===== src/rtl/vjtag_readback_tx_pkg.sv =====
// Shared virtual-JTAG readback definitions: IR encodings, status signature and
// status-word field layout, common to the readback and command-receive blocks.
package vjtag_readback_tx_pkg;

  localparam logic [1:0] IR_DATA   = 2'b11;
  localparam logic [1:0] IR_STATUS = 2'b01;

  localparam logic [7:0] STATUS_SIG = 8'hA5;
  localparam int STATUS_W = 32;
  localparam int SIG_LSB  = 24;
  localparam int OVF_BIT  = 7;
  localparam int UDF_BIT  = 6;
  localparam int CNT_LSB  = 0;
  localparam int CNT_W    = 3;

  typedef enum logic [1:0] {
    MODE_BYPASS,
    MODE_STATUS,
    MODE_DATA
  } mode_e;

  // Every IR value that is neither DATA nor STATUS selects the bypass bit.
  function automatic mode_e ir_mode(input logic [1:0] ir);
    if (ir == IR_DATA)   return MODE_DATA;
    if (ir == IR_STATUS) return MODE_STATUS;
    return MODE_BYPASS;
  endfunction

  function automatic logic [STATUS_W-1:0] status_word(input logic ovf,
                                                      input logic udf,
                                                      input logic [CNT_W-1:0] cnt);
    logic [STATUS_W-1:0] w;
    w = '0;
    w[SIG_LSB +: 8]     = STATUS_SIG;
    w[OVF_BIT]          = ovf;
    w[UDF_BIT]          = udf;
    w[CNT_LSB +: CNT_W] = cnt;
    return w;
  endfunction

endpackage


===== src/rtl/readback_fifo.sv =====
// Pending-word FIFO for host readback; power-of-two depth with wrapping pointers
// and an explicit occupancy count so full and empty are unambiguous.
module readback_fifo #(
  parameter int DW    = 32,
  parameter int DEPTH = 4
) (
  input  logic                   clk,
  input  logic                   rst_n,
  input  logic                   push,
  input  logic [DW-1:0]          push_data,
  input  logic                   pop,
  output logic [DW-1:0]          head,
  output logic [$clog2(DEPTH):0] count
);

  localparam int AW = $clog2(DEPTH);
  localparam int CW = AW + 1;
  localparam logic [CW-1:0] FULL_COUNT = CW'(DEPTH);

  logic [DW-1:0] mem [DEPTH];
  logic [AW-1:0] wr_ptr, rd_ptr;
  logic          push_ok, pop_ok;

  // Refuse out-of-range requests here too, so count stays within 0..DEPTH.
  assign push_ok = push && (count != FULL_COUNT);
  assign pop_ok  = pop && (count != '0);
  assign head    = mem[rd_ptr];

  // NOTE: storage is deliberately not reset; occupancy alone decides validity.
  always_ff @(posedge clk) begin
    if (push_ok) mem[wr_ptr] <= push_data;
  end

  always_ff @(posedge clk or negedge rst_n) begin
    if (!rst_n) begin
      wr_ptr <= '0;
      rd_ptr <= '0;
      count  <= '0;
    end else begin
      if (push_ok) wr_ptr <= wr_ptr + AW'(1);
      if (pop_ok)  rd_ptr <= rd_ptr + AW'(1);
      unique case ({push_ok, pop_ok})
        2'b10:   count <= count + CW'(1);
        2'b01:   count <= count - CW'(1);
        default: count <= count;
      endcase
    end
  end

endmodule


===== src/rtl/vjtag_readback_tx.sv =====
// Virtual-JTAG readback transmitter: fabric pushes words into a FIFO, the host
// scans them out LSB-first through the DATA register or reads a status word.
module vjtag_readback_tx
  import vjtag_readback_tx_pkg::*;
#(
  parameter int DW    = 32,
  parameter int DEPTH = 4
) (
  input  logic                   CLK,
  input  logic                   aclr_n,
  input  logic [1:0]             ir_in,
  input  logic                   vs_cdr,
  input  logic                   vs_sdr,
  input  logic                   vs_udr,
  input  logic                   tdi,
  output logic                   tdo,
  input  logic                   wr_valid,
  input  logic [DW-1:0]          wr_data,
  output logic                   wr_ready,
  output logic [$clog2(DEPTH):0] fifo_count
);

  localparam int CW = $clog2(DEPTH) + 1;
  localparam int SW = $clog2(DW + 1);
  localparam logic [CW-1:0] FULL_COUNT = CW'(DEPTH);
  localparam logic [SW-1:0] SCAN_LEN   = SW'(DW);

  mode_e         mode;
  logic [DW-1:0] sr, head;
  logic [SW-1:0] shift_cnt;
  logic [1:0]    ir_prev;
  logic          bypass, cap_valid, ovf, udf;
  logic          push, pop, overflow, ir_changed, full_scan, status_clr, empty;

  assign mode       = ir_mode(ir_in);
  assign empty      = (fifo_count == '0);
  assign wr_ready   = (fifo_count != FULL_COUNT);
  assign push       = wr_valid && wr_ready;
  assign overflow   = wr_valid && !wr_ready;
  assign ir_changed = (ir_in != ir_prev);
  assign full_scan  = (shift_cnt == SCAN_LEN);
  // Only a complete, uninterrupted DATA scan consumes the captured head word.
  assign pop        = vs_udr && (mode == MODE_DATA) && cap_valid && full_scan && !ir_changed;
  assign status_clr = vs_udr && (mode == MODE_STATUS) && full_scan;
  assign tdo        = (mode == MODE_BYPASS) ? bypass : sr[0];

  readback_fifo #(
    .DW   (DW),
    .DEPTH(DEPTH)
  ) u_fifo (
    .clk      (CLK),
    .rst_n    (aclr_n),
    .push     (push),
    .push_data(wr_data),
    .pop      (pop),
    .head     (head),
    .count    (fifo_count)
  );

  always_ff @(posedge CLK or negedge aclr_n) begin
    if (!aclr_n) begin
      sr        <= '0;
      bypass    <= 1'b0;
      shift_cnt <= '0;
    end else if (vs_cdr) begin
      shift_cnt <= '0;
      unique case (mode)
        MODE_DATA:   sr     <= empty ? '0 : head;
        MODE_STATUS: sr     <= DW'(status_word(ovf, udf, CNT_W'(fifo_count)));
        default:     bypass <= 1'b0;
      endcase
    end else if (vs_sdr) begin
      if (!full_scan) shift_cnt <= shift_cnt + SW'(1);
      if (mode == MODE_BYPASS) bypass <= tdi;
      else                     sr     <= {tdi, sr[DW-1:1]};
    end
  end

  always_ff @(posedge CLK or negedge aclr_n) begin
    if (!aclr_n) begin
      ir_prev   <= '0;
      cap_valid <= 1'b0;
      ovf       <= 1'b0;
      udf       <= 1'b0;
    end else begin
      ir_prev <= ir_in;

      if (vs_cdr)                   cap_valid <= (mode == MODE_DATA) && !empty;
      else if (pop || ir_changed)   cap_valid <= 1'b0;

      // A same-cycle overflow outranks the status-read clear.
      if (overflow)        ovf <= 1'b1;
      else if (status_clr) ovf <= 1'b0;

      if (vs_cdr && (mode == MODE_DATA) && empty) udf <= 1'b1;
      else if (status_clr)                        udf <= 1'b0;
    end
  end

endmodule


===== config.mk =====
export PLATFORM = sky130hd
export DESIGN_NAME = vjtag_readback_tx
export DESIGN_NICKNAME = d
export VERILOG_FILES = /design/src/rtl/vjtag_readback_tx_pkg.sv /design/src/rtl/readback_fifo.sv /design/src/rtl/vjtag_readback_tx.sv
export SDC_FILE = /design/constraint.sdc
export NUM_CORES = 1
export LEC_CHECK = 0
export CAP_MARGIN = 20
export CORE_MARGIN = 4
export CORE_UTILIZATION = 55
export DETAILED_ROUTE_END_ITERATION = 6
export HOLD_SLACK_MARGIN = 0.06
export PLACE_DENSITY = 0.76
export SYNTH_ARGS = -nofsm -noshare
export SYNTH_HDL_FRONTEND = slang
export SYNTH_SLANG_ARGS = --single-unit

===== constraint.sdc =====
create_clock -name CLK -period 3 [get_ports CLK]
set_input_delay 0.45 -clock CLK [delete_from_list [all_inputs] [get_ports CLK]]
set_output_delay 0.45 -clock CLK [all_outputs]
set_load 0.005 [all_outputs]

# ---- Word level (Yosys, flattened, before mapping)
# Memories as Yosys holds them, arrays and structs flattened.
# Cells that the tools add are included.
dict set report op_classes {
  addsub 5
  n_eq_ne 13
  mux 28
  n_reduce_logical 30
}
# op n
set op_table {}
lappend op_table {{$mux W32} 4}
lappend op_table {{$pmux W32 S2} 1}
lappend op_table {{$mux W6} 3}
lappend op_table {{$mux W1} 15}
lappend op_table {{$logic_and A1 B1 Y1} 13}
lappend op_table {{$reduce_bool A2 Y1} 6}
lappend op_table {{$mux W2} 4}
lappend op_table {{$add A6 B1 Y6 const B} 1}
lappend op_table {{$eq A2 B1 Y1 const B} 3}
lappend op_table {{$eq A2 B2 Y1 const B} 3}
lappend op_table {{$eq A6 B6 Y1 const B} 1}
lappend op_table {{$ne A2 B2 Y1 const B} 3}
lappend op_table {{$pmux W3 S2} 1}
lappend op_table {{$reduce_and A3 Y1} 2}
lappend op_table {{$add A2 B1 Y2 const B} 2}
lappend op_table {{$add A3 B1 Y3 const B} 1}
lappend op_table {{$logic_not A1 Y1} 3}
lappend op_table {{$logic_not A3 Y1} 1}
lappend op_table {{$ne A3 B1 Y1 const B} 1}
lappend op_table {{$ne A3 B3 Y1 const B} 1}
lappend op_table {{$reduce_bool A3 Y1} 1}
lappend op_table {{$sub A3 B1 Y3 const B} 1}
lappend op_table {{$logic_not A2 Y1} 1}
lappend op_table {{$ne A2 B2 Y1} 1}
lappend op_table {{other kinds (3)} 3}
dict set report totals {
  register_bits 51
  ram_bits 128
  output_inout_bits 5
  elab_cells 87
  memories 1
}
# name words word_bits rd rd_clocked_by_memory_dff write_ports line
set mem_list {}
lappend mem_list {u_fifo.mem 4 32 1 0 1 readback_fifo.sv:20} ;# logic [DW-1:0] mem [DEPTH];

# ---- Depth between registers and ports, before layout
# Gate-level depths: netlist (run 1).
dict set report depth {
  word_depth 13
  mapped_depth 10
  mapped_depth_nobuf 10
}

# ---- By module
# From an unflattened synthesis (run 1), not the netlist that was laid out.
dict set report unflattened {
  hier_cells 462
  hier_area_um2 7347.0
}
# mod instances cells_each area_per_inst_um2 seq_area_each_um2
set modules_own_cells {}
lappend modules_own_cells {readback_fifo 1 205 5082.4 4018.9}
lappend modules_own_cells {vjtag_readback_tx 1 257 2264.7 1101.1}

# ---- Worst setup path before layout (run 1)
# OpenSTA, ideal clock, no wires.
dict set report synth_timing {
  path_kind {reg-to-reg}
  start {register shift_cnt[0]}
  end {register u_fifo.count[1]}
  setup_ns 0.125
  arrival_ns 2.192
  t_required_ns 2.875
  slack_ns 0.683
  path_stages_with_launch 9
  path_buffers 0
  path_cell_list {dfrtp_1 inv_1 ha_1 nor4b_4 nand3_2 nor4_4 ha_1 fa_1 mux2_2}
}
dict set report synth_via {
  elab_chain_cells 6
}
# element line
set synth_lines {}
lappend synth_lines {{start: declaration} vjtag_readback_tx.sv:30} ;# logic [SW-1:0] shift_cnt;
lappend synth_lines {{start signal: assignment} vjtag_readback_tx.sv:73} ;# if (!full_scan) shift_cnt <= shift_cnt + SW'(1);
lappend synth_lines {{$eq A6 B6 Y1 *} vjtag_readback_tx.sv:41} ;# assign full_scan = (shift_cnt == SCAN_LEN);
lappend synth_lines {{$logic_and A1 B1 Y1 * (2 in series)} vjtag_readback_tx.sv:43} ;# assign pop = vs_udr && (mode == MODE_DATA) && cap_valid && full_scan && !ir_changed;
lappend synth_lines {{$logic_and A1 B1 Y1 *} readback_fifo.sv:26} ;# assign pop_ok = pop && (count != '0);
lappend synth_lines {{via u_fifo.pop_ok} readback_fifo.sv:22} ;# logic push_ok, pop_ok;
lappend synth_lines {{$eq A2 B1 Y1 or $eq A2 B2 Y1 (tied branches)} readback_fifo.sv:42} ;# unique case ({push_ok, pop_ok})
lappend synth_lines {{$pmux W3 S2 or $reduce_bool A2 Y1 (tied branches)} -}
lappend synth_lines {{end signal: assignment} readback_fifo.sv:43} ;# 2'b10: count <= count + CW'(1);
lappend synth_lines {{end signal: assignment} readback_fifo.sv:44} ;# 2'b01: count <= count - CW'(1);
lappend synth_lines {{end signal: assignment} readback_fifo.sv:45} ;# default: count <= count;
lappend synth_lines {{end: declaration} readback_fifo.sv:13} ;# output logic [$clog2(DEPTH):0] count
# The timed path passes the listed nets; every way through them passes the cells marked *.
# A chain may end at the register's enable or synchronous reset.

# ---- Worst setup path in the final report (run 1)
# Ends and elaborated chain as after synthesis.

==> results by group, run 1 <==
Timing
  – Worst-Margin Slew: between 700 and 800 ps
  – RSZ-0062 raised after global routing: no
  – Achievable Freq: ~0.40 GHz
  – Slew margin rel.: 0.529
  – Max Slew Vio Count: 0
  – Final hold vios: 0
  – Final period utilization: 0.842
  – Final Hold Slack: around 76 ps
  – Worst setup margin: 473 ps
  – Tmin final: around 2500 ps
  – Setup_tns: 0 ps
  – Clk_skew: between 6 and 7 ps
  – Final setup fails: 0

Yosys
  – Synth Register Bits: approximately 180
  – Top FF cell, synth: edfxtp_1
  – Number of synthesized flops with an enable pin: approximately 130
  – Ys Warns: 0
  – Synth async-reset ratio: 0.285
  – Post-Synth XOR/XNOR Area: 0.0157
  – Gate Count Post-Synth: roughly 450
  – Synth Cell Area: 7260 µm²
  – Simple-Gate Fraction of Synth Area: 0.0720
  – Largest family of logic cells by synthesized area: multiplexers
  – Synth area leader: edfxtp_1
  – Synth Area in Compound Gates: 0.0675
  – Synth Area in Adders: 0.0148
  – Post-synthesis sequential area ratio: 0.705
  – Portion of netlist area occupied by mux cells: 0.105
  – Avg Inst Size Synth: between 15 and 20 µm²
  – Post-Syn Nets: 496
  – Cell variety after synth: 40
  – Yosys top cell area share: 0.529
  – Synth area leaders: edfxtp_1, dfrtp_1, mux4_2
  – Top-count cell post-synth: edfxtp_1
  – Post-synth top cells: edfxtp_1, dfrtp_1, a21oi_1

Power and ir drop
  – Clk pwr share: 0.327
  – Net Sw Frac: 0.256
  – Power per cell area: approximately 770 nW/µm²
  – Sequential power share: 0.519
  – VDD IR-drop max: roughly 0.43 mV
  – Leakage: around 3.0 nW
  – Design Power: between 6 and 7 mW
  – Sw power: between 1.5 and 2 mW
  – Pint: around 4.9 mW
  – Share of total power in combinational logic: 0.153

Global routing
  – Initial antenna violation count: 0
  – Largest net degree at the start of global routing: 50
  – Vias in the first global route: roughly 4,300
  – GRT Total Usage: 0.205
  – Grt total ovfl: 0
  – Global-route wire length before repair: about 23 mm

Routing
  – Vias/cell: roughly 5.9
  – Post-route DRC violation count: 0
  – DRT Wirelength: between 10 and 15 mm
  – Wire per inst: about 20 µm
  – Antenna Violating Nets Remaining: 0
  – Routed vias: a little over 4,000
  – DRT iter0 DRCs: 400
  – Router iterations before antenna repair: 5

Critical path
  – CP peak stage delay: 430 ps
  – Max Fanout on Critical Path: 4
  – CP startpoint kind: flip-flop
  – Worst Reg-to-Reg Cells: 8
  – CP Capture Type: flip-flop
  – Setup CP Type: flip-flop to flip-flop
  – Critical path arrival: roughly 2800 ps
  – Crit-path slowest cell: fa_1
  – CP dominant cell by count: ha_1
  – Critical Path RT: approximately 3300 ps
  – CP cell instances: inv_1 -> ha_1 -> nor4b_4 -> nand3_2 -> nor4_4 -> ha_1 -> fa_1 -> mux2_2

CTS
  – Skew-Pair Late Insertion Delay: about 420 ps
  – Setup bufs post-CTS: 0
  – Post-CTS Resized: 0
  – Clock Tree Buf Depth: 2
  – Clk slew on worst S/H paths: 60 ps
  – # hold bufs at CTS: 0
  – CTS Buf Count: 17
  – H-tree levels: 4
  – CTS tree: yes
  – CTS Root Cell: clkbuf_16
  – Clock tree sinks: 179

Layout
  – Area of the multi-input gates: about 2000 µm²
  – Layout area overhead: 17.5%
  – Filler Cell Count: 838
  – Non-Filler Instances: 687
  – Final core utilization: 0.668
  – Ratio of cells with drive above 1 in the final layout: 0.173
  – Layout Nets: around 550
  – Design Area, Final: ~8500 µm²
  – Register area: around 5000 µm²
  – N_diodes: 0

Outcome
  – Outcome: finished, final reports clean

Floorplanning
  – # rows: slightly above 40
  – Starting density of the core: 0.569
  – Die footprint: around 15,000 µm²
  – Io pins: 46
  – Die Width: between 100 and 150 µm
  – Core Area: ~13,000 µm²
  – Die H: 123 µm

Min path
  – Hold Path Class: input pin to asynchronous set/reset pin

Placed design
  – Port bufs: 45
  – Pre-CTS WS: approximately 380 ps
  – Post-DP Area: approximately 8000 µm²
  – HPWL after DPL: 8.48 mm
  – Routability cong.: just under 0.8
  – Placed cells: 655

Flow run
  – Max_cap viols: 0
## critical path: cells and delay by family (launching register included)
kind	cells	cell delay, ps
buf+inv	1	100
flops	1	410
fa+ha+maj	3	860
simple gates	3	780
mux	1	270
## state kept, by name (all words and copies together) (netlist names)
| name | flops |
|---|---|
| ovf | 1 |
| bypass | 1 |
| u_fifo.wr_ptr | 2 |
| u_fifo.rd_ptr | 2 |
| ir_prev | 2 |
| u_fifo.mem | 128 |
| cap_valid | 1 |
| u_fifo.count | 3 |
| udf | 1 |
| shift_cnt | 6 |
| sr | 32 |
## final timing paths
kind	startpoint	endpoint	slack [ps]
max	shift_cnt[0]	u_fifo.count[1]	470
min	aclr_n	u_fifo.wr_ptr[0]	80
max reg2reg	shift_cnt[0]	u_fifo.count[1]	470
min reg2reg	sr[28]	sr[28]	530
max in group asynchronous	aclr_n	udf	2150
min in group CLK	sr[28]	sr[28]	530
## final cells by class
cell class	count	share of cell area
Clock buffer	19	0.0519
Clock inverter	13	0.0155
Inverter	6	0.00264
Multi-Input combinational cell	236	0.235
Sequential cell	179	0.600
Tap cell	172	0.0252
Timing Repair Buffer	62	0.0701
## power by group through the flow
stage / clock network (mW) / logic, mW / registers (mW)
floorplan: 0 / 0.624 / 3.38
global placement: 0 / 0.976 / 3.41
detailed placement: 0 / 1.02 / 3.44
CTS: 2.18 / 1.02 / 3.40
global route: 2.28 / 1.12 / 3.44
finish: 2.14 / 1.00 / 3.40
## cells by family after synthesis
kind of cell | after synthesis
mux | 36
compound gates | 84
buf+inv | 32
simple gates | 95
xor+xnor | 13
fa+ha+maj | 8
flops | 179
## placed cells by master (no fill, tap or decap), types with 8 or more instances in the layout
master	netlist	layout
buf_4	5	15
edfxtp_1	128	128
mux4_2	32	32
dfrtp_1	51	50
a21oi_1	50	50
clkbuf_16	0	17
nor2b_1	25	25
nor2_1	40	39
nand2_1	8	8
clkdlybuf4s50_1	0	44
## layer usage
layer	track usage	share of wire
met5	0	0
met4	0.0798	0.018
met3	0.0453	0.051
met2	0.328	0.51
met1	0.278	0.42
Power figures use the tool's default switching activity.
==> inputs of run 2 (changes only) <==
==> constraint.sdc (replaced) <==
create_clock -name CLK -period 2.5 [get_ports CLK]
set_input_delay 0.375 -clock CLK [delete_from_list [all_inputs] [get_ports CLK]]
set_output_delay 0.375 -clock CLK [all_outputs]
set_load 0.005 [all_outputs]
==> run 2 against run 1 <==
Against the previous run: maximum frequency is 11% higher; via count hardly changed; setup slack worse by 260 ps; global-route usage is 0.11 points lower; critical path depth stayed put; cell area is 1.6% higher; sequential power is 20% higher; critical path type unchanged; largest cell class unchanged.
==> results by group, run 2 (same netlist as run 1, synthesis figures left out) <==
Outcome
  – Outcome: finished, final reports clean (unchanged)

Power and ir drop
  – Leakage: 3.01 nW (was 2.96 nW)
  – Share of total power in combinational logic: 0.162 (was 0.153)
  – Sw power: 2.01 mW (was 1.68 mW)
  – Net Sw Frac: 0.252 (was 0.256)
  – Design Power: 7.97 mW (was 6.54 mW)
  – Power per cell area: 919 nW/µm² (was 766 nW/µm²)
  – Pint: 5.96 mW (was 4.86 mW)
  – Sequential power share: 0.511 (was 0.519)
  – Clk pwr share: 0.327 (about the same)
  – VDD IR-drop max: 0.558 mV (was 0.433 mV)

CTS
  – Clock Tree Buf Depth: 2 (unchanged)
  – CTS Root Cell: clkbuf_16 (unchanged)
  – Skew-Pair Late Insertion Delay: 420 ps (about the same)
  – H-tree levels: 4 (unchanged)
  – Clock tree sinks: 179 (unchanged)
  – CTS tree: yes (unchanged)
  – Clk slew on worst S/H paths: 70 ps (was 60 ps)
  – CTS Buf Count: 17 (unchanged)

Placed design
  – Port bufs: 45 (unchanged)
  – HPWL after DPL: 8.45 mm (was 8.48 mm)
  – Pre-CTS WS: 37.4 ps (was 384 ps)
  – Routability cong.: 0.761 (was 0.796)

Critical path
  – CP startpoint kind: flip-flop (unchanged)
  – Critical Path RT: 2810 ps (was 3310 ps)
  – Max Fanout on Critical Path: 4 (unchanged)
  – Critical path arrival: 2590 ps (was 2830 ps)
  – CP Capture Type: flip-flop (unchanged)
  – Setup CP Type: flip-flop to flip-flop (unchanged)

Global routing
  – Vias in the first global route: 4,259 (was 4,279)
  – Largest net degree at the start of global routing: 50 (unchanged)
  – Initial antenna violation count: 0 (unchanged)
  – Global-route wire length before repair: 22.6 mm (was 22.8 mm)
  – GRT Total Usage: 0.204 (was 0.205)
  – Grt total ovfl: 0 (unchanged)

Flow run
  – Max_cap viols: 0 (unchanged)

Routing
  – Vias/cell: 5.85 (was 5.90)
  – DRT Wirelength: 13.9 mm (was 13.8 mm)
  – DRT iter0 DRCs: 349 (was 400)
  – Antenna Violating Nets Remaining: 0 (unchanged)
  – Post-route DRC violation count: 0 (unchanged)
  – Routed vias: 4,054 (was 4,055)
  – Wire per inst: 20.0 µm (about the same)
  – Router iterations before antenna repair: 5 (unchanged)

Layout
  – Commonest non-fill, non-tap cell in the layout: edfxtp_1 (unchanged)
  – Layout Nets: 557 (was 551)
  – Register area: 5120 µm² (unchanged)
  – Filler Cell Count: 828 (was 838)
  – Ratio of cells with drive above 1 in the final layout: 0.179 (was 0.173)
  – Largest registers: u_fifo.mem: 128 flops, sr: 32 flops, shift_cnt: 6 flops (unchanged)
  – Commonest non-fill, non-tap cells in the layout: edfxtp_1, a21oi_1, dfrtp_1 (unchanged)
  – Most flops, register: u_fifo.mem (unchanged)
  – Max reg flops: 128 (unchanged)
  – Layout area overhead: 19.3% (was 17.5%)
  – N_diodes: 0 (unchanged)
  – Area of the multi-input gates: 2000 µm² (about the same)

Floorplanning
  – Core Area: 12,800 µm² (unchanged)
  – Die H: 123 µm (unchanged)
  – Die Width: 123 µm (unchanged)
  – Io pins: 46 (unchanged)
  – # rows: 41 (unchanged)
  – Starting density of the core: 0.569 (unchanged)
  – Die footprint: 15,100 µm² (unchanged)

Timing
  – Setup_tns: 0 ps (unchanged)
  – Final hold vios: 0 (unchanged)
  – Final period utilization: 0.913 (was 0.842)
  – Tmin final: 2280 ps (was 2530 ps)
  – RSZ-0062 raised after global routing: no (unchanged)
  – Achievable Freq: 0.438 GHz (was 0.396 GHz)
  – Worst-Margin Slew: 584 ps (was 706 ps)
  – Worst setup margin: 216 ps (was 473 ps)
  – Final setup fails: 0 (unchanged)
  – Max Slew Vio Count: 0 (unchanged)
  – Slew margin rel.: 0.611 (was 0.529)
  – Clk_skew: 8.12 ps (was 6.10 ps)

Min path
  – Hold Path Class: input pin to asynchronous set/reset pin (unchanged)
[run 2: changes by cell type in the layout (fill, tap and decap cells not counted), moves of 2 or more]
cell,previous run,this run
clkbuf_1,1,4
buf_12,2,8
clkbuf_8,1,3
clkinv_2,4,2
[run 2: worst max-delay path, stage by stage (launching register included)]
cell and delay, ps:
dfrtp_1 410, inv_1 100, ha_1 170, nor4b_4 240, nand3_2 150, nor4_4 190, ha_2 240, fa_1 400
mux2_2 260
[run 2: final cells by class]
class / instances / area share
clock buffer: 24 / 0.0556
inverter: 6 / 0.00260
timing repair buffer: 68 / 0.0832
multi-input combinational: 236 / 0.231
sequential: 179 / 0.591
tap: 172 / 0.0248
clock inverter: 8 / 0.0117
[run 2: routing by layer]
layer,global-route usage,part of all wire,up-vias
met5,0,0,-
met4,0.0812,0.018,0
met3,0.0485,0.049,19
met2,0.334,0.52,115
met1,0.265,0.41,2086
li1,-,-,1834
[run 2: final timing paths]
| path | startpoint | to | slack (ps) | cells past startpoint |
|---|---|---|---|---|
| setup reg to reg | shift_cnt[0] | u_fifo.count[1] | 220 | 8 |
| hold / removal | aclr_n | shift_cnt[5] | 520 | 2 |
| setup / recovery | shift_cnt[0] | u_fifo.count[1] | 220 | 8 |
| hold reg to reg | sr[17] | sr[17] | 520 | 2 |
| max in group asynchronous | aclr_n | u_fifo.wr_ptr[0] | 1410 | 3 |
| min in group CLK | sr[17] | sr[17] | 520 | 2 |
[run 2: stage by stage]
stage / util / hold WS [ps] / instance area (µm²) / cells
finish: 0.679 / 517 / 8670 / 693
global route: 0.679 / 556 / 8670 / 693
CTS: 0.678 / 513 / 8660 / 692
detailed placement: 0.631 / 407 / 8060 / 659
global placement: 0.631 / 385 / 8060 / 659
floorplan: - / 79.4 / 7260 / 447
[run 2: what timing repair did]
item / in CTS / in global routing
endpoints found under the setup margin: 0 / 1
hold buffers: 1 / 0
gates resized for setup: 0 / 1
buffers inserted: 0 / 1
hold endpoints to repair: 22 / 0
[run 2: power by group through the flow]
stage	Clock [mW]	Combinational, mW	Sequential, mW
after floorplan	0	0.748	4.05
after global placement	0	1.25	4.09
after detailed placement	0	1.29	4.12
after CTS	2.66	1.31	4.07
after global routing	2.78	1.42	4.12
final	2.61	1.29	4.07
==> inputs of run 3 (changes only) <==
--- a/config.mk
+++ b/config.mk
@@ -7,10 +7,11 @@
 export LEC_CHECK = 0
 export CAP_MARGIN = 20
 export CORE_MARGIN = 4
-export CORE_UTILIZATION = 55
+export CORE_UTILIZATION = 59
 export DETAILED_ROUTE_END_ITERATION = 6
 export HOLD_SLACK_MARGIN = 0.06
-export PLACE_DENSITY = 0.76
+export PLACE_DENSITY = 0.8
+export REMOVE_ABC_BUFFERS = 1
 export SYNTH_ARGS = -nofsm -noshare
 export SYNTH_HDL_FRONTEND = slang
 export SYNTH_SLANG_ARGS = --single-unit
==> run 3 against run 2 <==
Against the previous run: first-iteration DRC count increased by 3.7%; global-route usage increased by 0.49 points; clock skew decreased by 2.4 ps; flip-flop and latch count unchanged; setup slack got worse by 61 ps; critical path type is now input pin to primary output.
==> results by group, run 3 (same netlist as run 1, synthesis figures left out) <==
Outcome
  – Outcome: finished, final reports clean (unchanged)

Power and ir drop
  – Power per cell area: 935 nW/µm² (was 919 nW/µm²)
  – Share of total power in combinational logic: 0.157 (was 0.162)
  – VDD IR-drop max: 0.702 mV (was 0.558 mV)
  – Net Sw Frac: 0.242 (was 0.252)
  – Sequential power share: 0.501 (was 0.511)
  – Clk pwr share: 0.343 (was 0.327)
  – Pint: 6.16 mW (was 5.96 mW)
  – Sw power: 1.96 mW (was 2.01 mW)
  – Leakage: 3.04 nW (was 3.01 nW)
  – Design Power: 8.12 mW (was 7.97 mW)

Routing
  – Antenna Violating Nets Remaining: 0 (unchanged)
  – Routed vias: 4,042 (was 4,054)
  – DRT Wirelength: 13.6 mm (was 13.9 mm)
  – Post-route DRC violation count: 0 (unchanged)
  – Router iterations before antenna repair: 5 (unchanged)
  – Wire per inst: 20.3 µm (was 20.0 µm)
  – Vias/cell: 6.06 (was 5.85)
  – DRT iter0 DRCs: 362 (was 349)

Layout
  – Max reg flops: 128 (unchanged)
  – Ratio of cells with drive above 1 in the final layout: 0.177 (was 0.179)
  – Area of the multi-input gates: 2000 µm² (unchanged)
  – Largest registers: u_fifo.mem: 128 flops, sr: 32 flops, shift_cnt: 6 flops (unchanged)
  – Layout Nets: 556 (was 557)
  – N_diodes: 0 (unchanged)
  – Filler Cell Count: 753 (was 828)
  – Non-Filler Instances: 667 (was 693)
  – Commonest non-fill, non-tap cells in the layout: edfxtp_1, a21oi_1, dfrtp_1 (unchanged)
  – Most flops, register: u_fifo.mem (unchanged)
  – Design Area, Final: 8680 µm² (was 8670 µm²)
  – Final core utilization: 0.723 (was 0.679)
  – Commonest non-fill, non-tap cell in the layout: edfxtp_1 (unchanged)
  – Register area: 5120 µm² (unchanged)
  – Layout area overhead: 19.5% (was 19.3%)

Placed design
  – Post-DP Area: 8030 µm² (was 8060 µm²)
  – HPWL after DPL: 7.99 mm (was 8.45 mm)
  – Routability cong.: 0.817 (was 0.761)
  – Port bufs: 45 (unchanged)
  – Placed cells: 632 (was 659)

Floorplanning
  – Die H: 119 µm (was 123 µm)
  – Die Width: 119 µm (was 123 µm)
  – # rows: 40 (was 41)
  – Die footprint: 14,100 µm² (was 15,100 µm²)
  – Io pins: 46 (unchanged)
  – Starting density of the core: 0.605 (was 0.569)
  – Core Area: 12,000 µm² (was 12,800 µm²)

Timing
  – Slew margin rel.: 0.572 (was 0.611)
  – Clk_skew: 5.74 ps (was 8.12 ps)
  – Final hold vios: 0 (unchanged)
  – Final period utilization: 0.938 (was 0.913)
  – Max Slew Vio Count: 0 (unchanged)
  – Achievable Freq: 0.426 GHz (was 0.438 GHz)
  – Final Hold Slack: 506 ps (was 517 ps)
  – Final setup fails: 0 (unchanged)
  – RSZ-0062 raised after global routing: no (unchanged)
  – Worst-Margin Slew: 641 ps (was 584 ps)
  – Tmin final: 2340 ps (was 2280 ps)

CTS
  – H-tree levels: 4 (unchanged)
  – Skew-Pair Late Insertion Delay: 420 ps (about the same)
  – Clock Tree Buf Depth: 2 (unchanged)
  – Clk slew on worst S/H paths: 60 ps (was 70 ps)
  – CTS Buf Count: 17 (unchanged)
  – CTS Root Cell: clkbuf_16 (unchanged)
  – CTS tree: yes (unchanged)
  – Clock tree sinks: 179 (unchanged)

Critical path
  – Max Fanout on Critical Path: 21 (was 4)
  – Setup CP Type: input pin to primary output (was flip-flop to flip-flop)
  – Critical Path RT: 2120 ps (was 2810 ps)
  – CP startpoint kind: input pin (was flip-flop)
  – CP Capture Type: primary output (was flip-flop)
  – Critical path arrival: 1970 ps (was 2590 ps)

Global routing
  – Grt total ovfl: 0 (unchanged)
  – Global-route wire length before repair: 22.4 mm (was 22.6 mm)
  – Vias in the first global route: 4,276 (was 4,259)
  – Largest net degree at the start of global routing: 50 (unchanged)
  – Initial antenna violation count: 0 (unchanged)
  – GRT Total Usage: 0.208 (was 0.204)

Min path
  – Hold Path Class: input pin to asynchronous set/reset pin (unchanged)

Flow run
  – Max_cap viols: 0 (unchanged)
==> run 3: cell types whose count changed in the layout (fill, tap and decap cells not counted), sizes merged <==
cell	delta
buf	-1
clkinvlp	-2
bufinv	+3
clkinv	+4
clkbuf	-4
inv	-1
==> run 3: metrics by stage <==
stage / setup slack [ps] / TNS (ps)
after CTS: 4.02 / 0
after global placement: 98.6 / 0
after detailed placement: -52.5 / -52.5
after floorplan: 18.1 / 0
final: 155 / 0
after global routing: 69.2 / 0
==> run 3: path summary, 6_finish.rpt <==
path | from | end | slack (ps) | cells past startpoint
max | ir_in[0] | tdo | 160 | 4
min | aclr_n | shift_cnt[2] | 510 | 2
max reg2reg | shift_cnt[0] | u_fifo.count[1] | 160 | 8
min reg2reg | ovf | ovf | 520 | 1
max in group asynchronous | aclr_n | sr[14] | 1420 | 3
min in group CLK | ovf | ovf | 520 | 1
==> run 3: area by class of cell <==
cell class / instances / share of cell area
Timing Repair Buffer: 67 / 0.0836
Tap cell: 147 / 0.0212
Clock inverter: 12 / 0.0215
Clock buffer: 20 / 0.0503
Sequential cell: 179 / 0.590
Inverter: 6 / 0.00259
Multi-Input combinational cell: 236 / 0.231
==> run 3: worst max-delay path, cell delays in order <==
cell and delay, ps:
clkdlybuf4s50_1 530, buf_4 260, mux2_2 360, clkdlybuf4s50_1 450
==> run 3: repair_timing <==
action | 4_1_cts | 5_1_grt
hold endpoints to repair | 25 | 0
pin swaps | 2 | 3
setup buffers | 2 | 0
endpoints found under the setup margin | 1 | 2
gates resized for setup | 1 | 0
hold buffers | 1 | 0
==> run 3: routing by layer <==
layer  vias to the layer above  track usage  share of wire
met5                         -            0              0
met4                         0       0.0789          0.018
met3                        23       0.0446          0.047
met2                       116        0.358           0.53
met1                      2066        0.263           0.40
li1                       1837            -              -
==> run 3: power groups by stage <==
stage / sequential (mW) / combinational (mW) / clock [mW]
5_1_grt: 4.11 / 1.41 / 2.98
6_report: 4.07 / 1.27 / 2.78
2_1_floorplan: 4.05 / 0.717 / 0
3_3_place_gp: 4.08 / 1.23 / 0
4_1_cts: 4.07 / 1.30 / 2.83
3_5_place_dp: 4.12 / 1.27 / 0
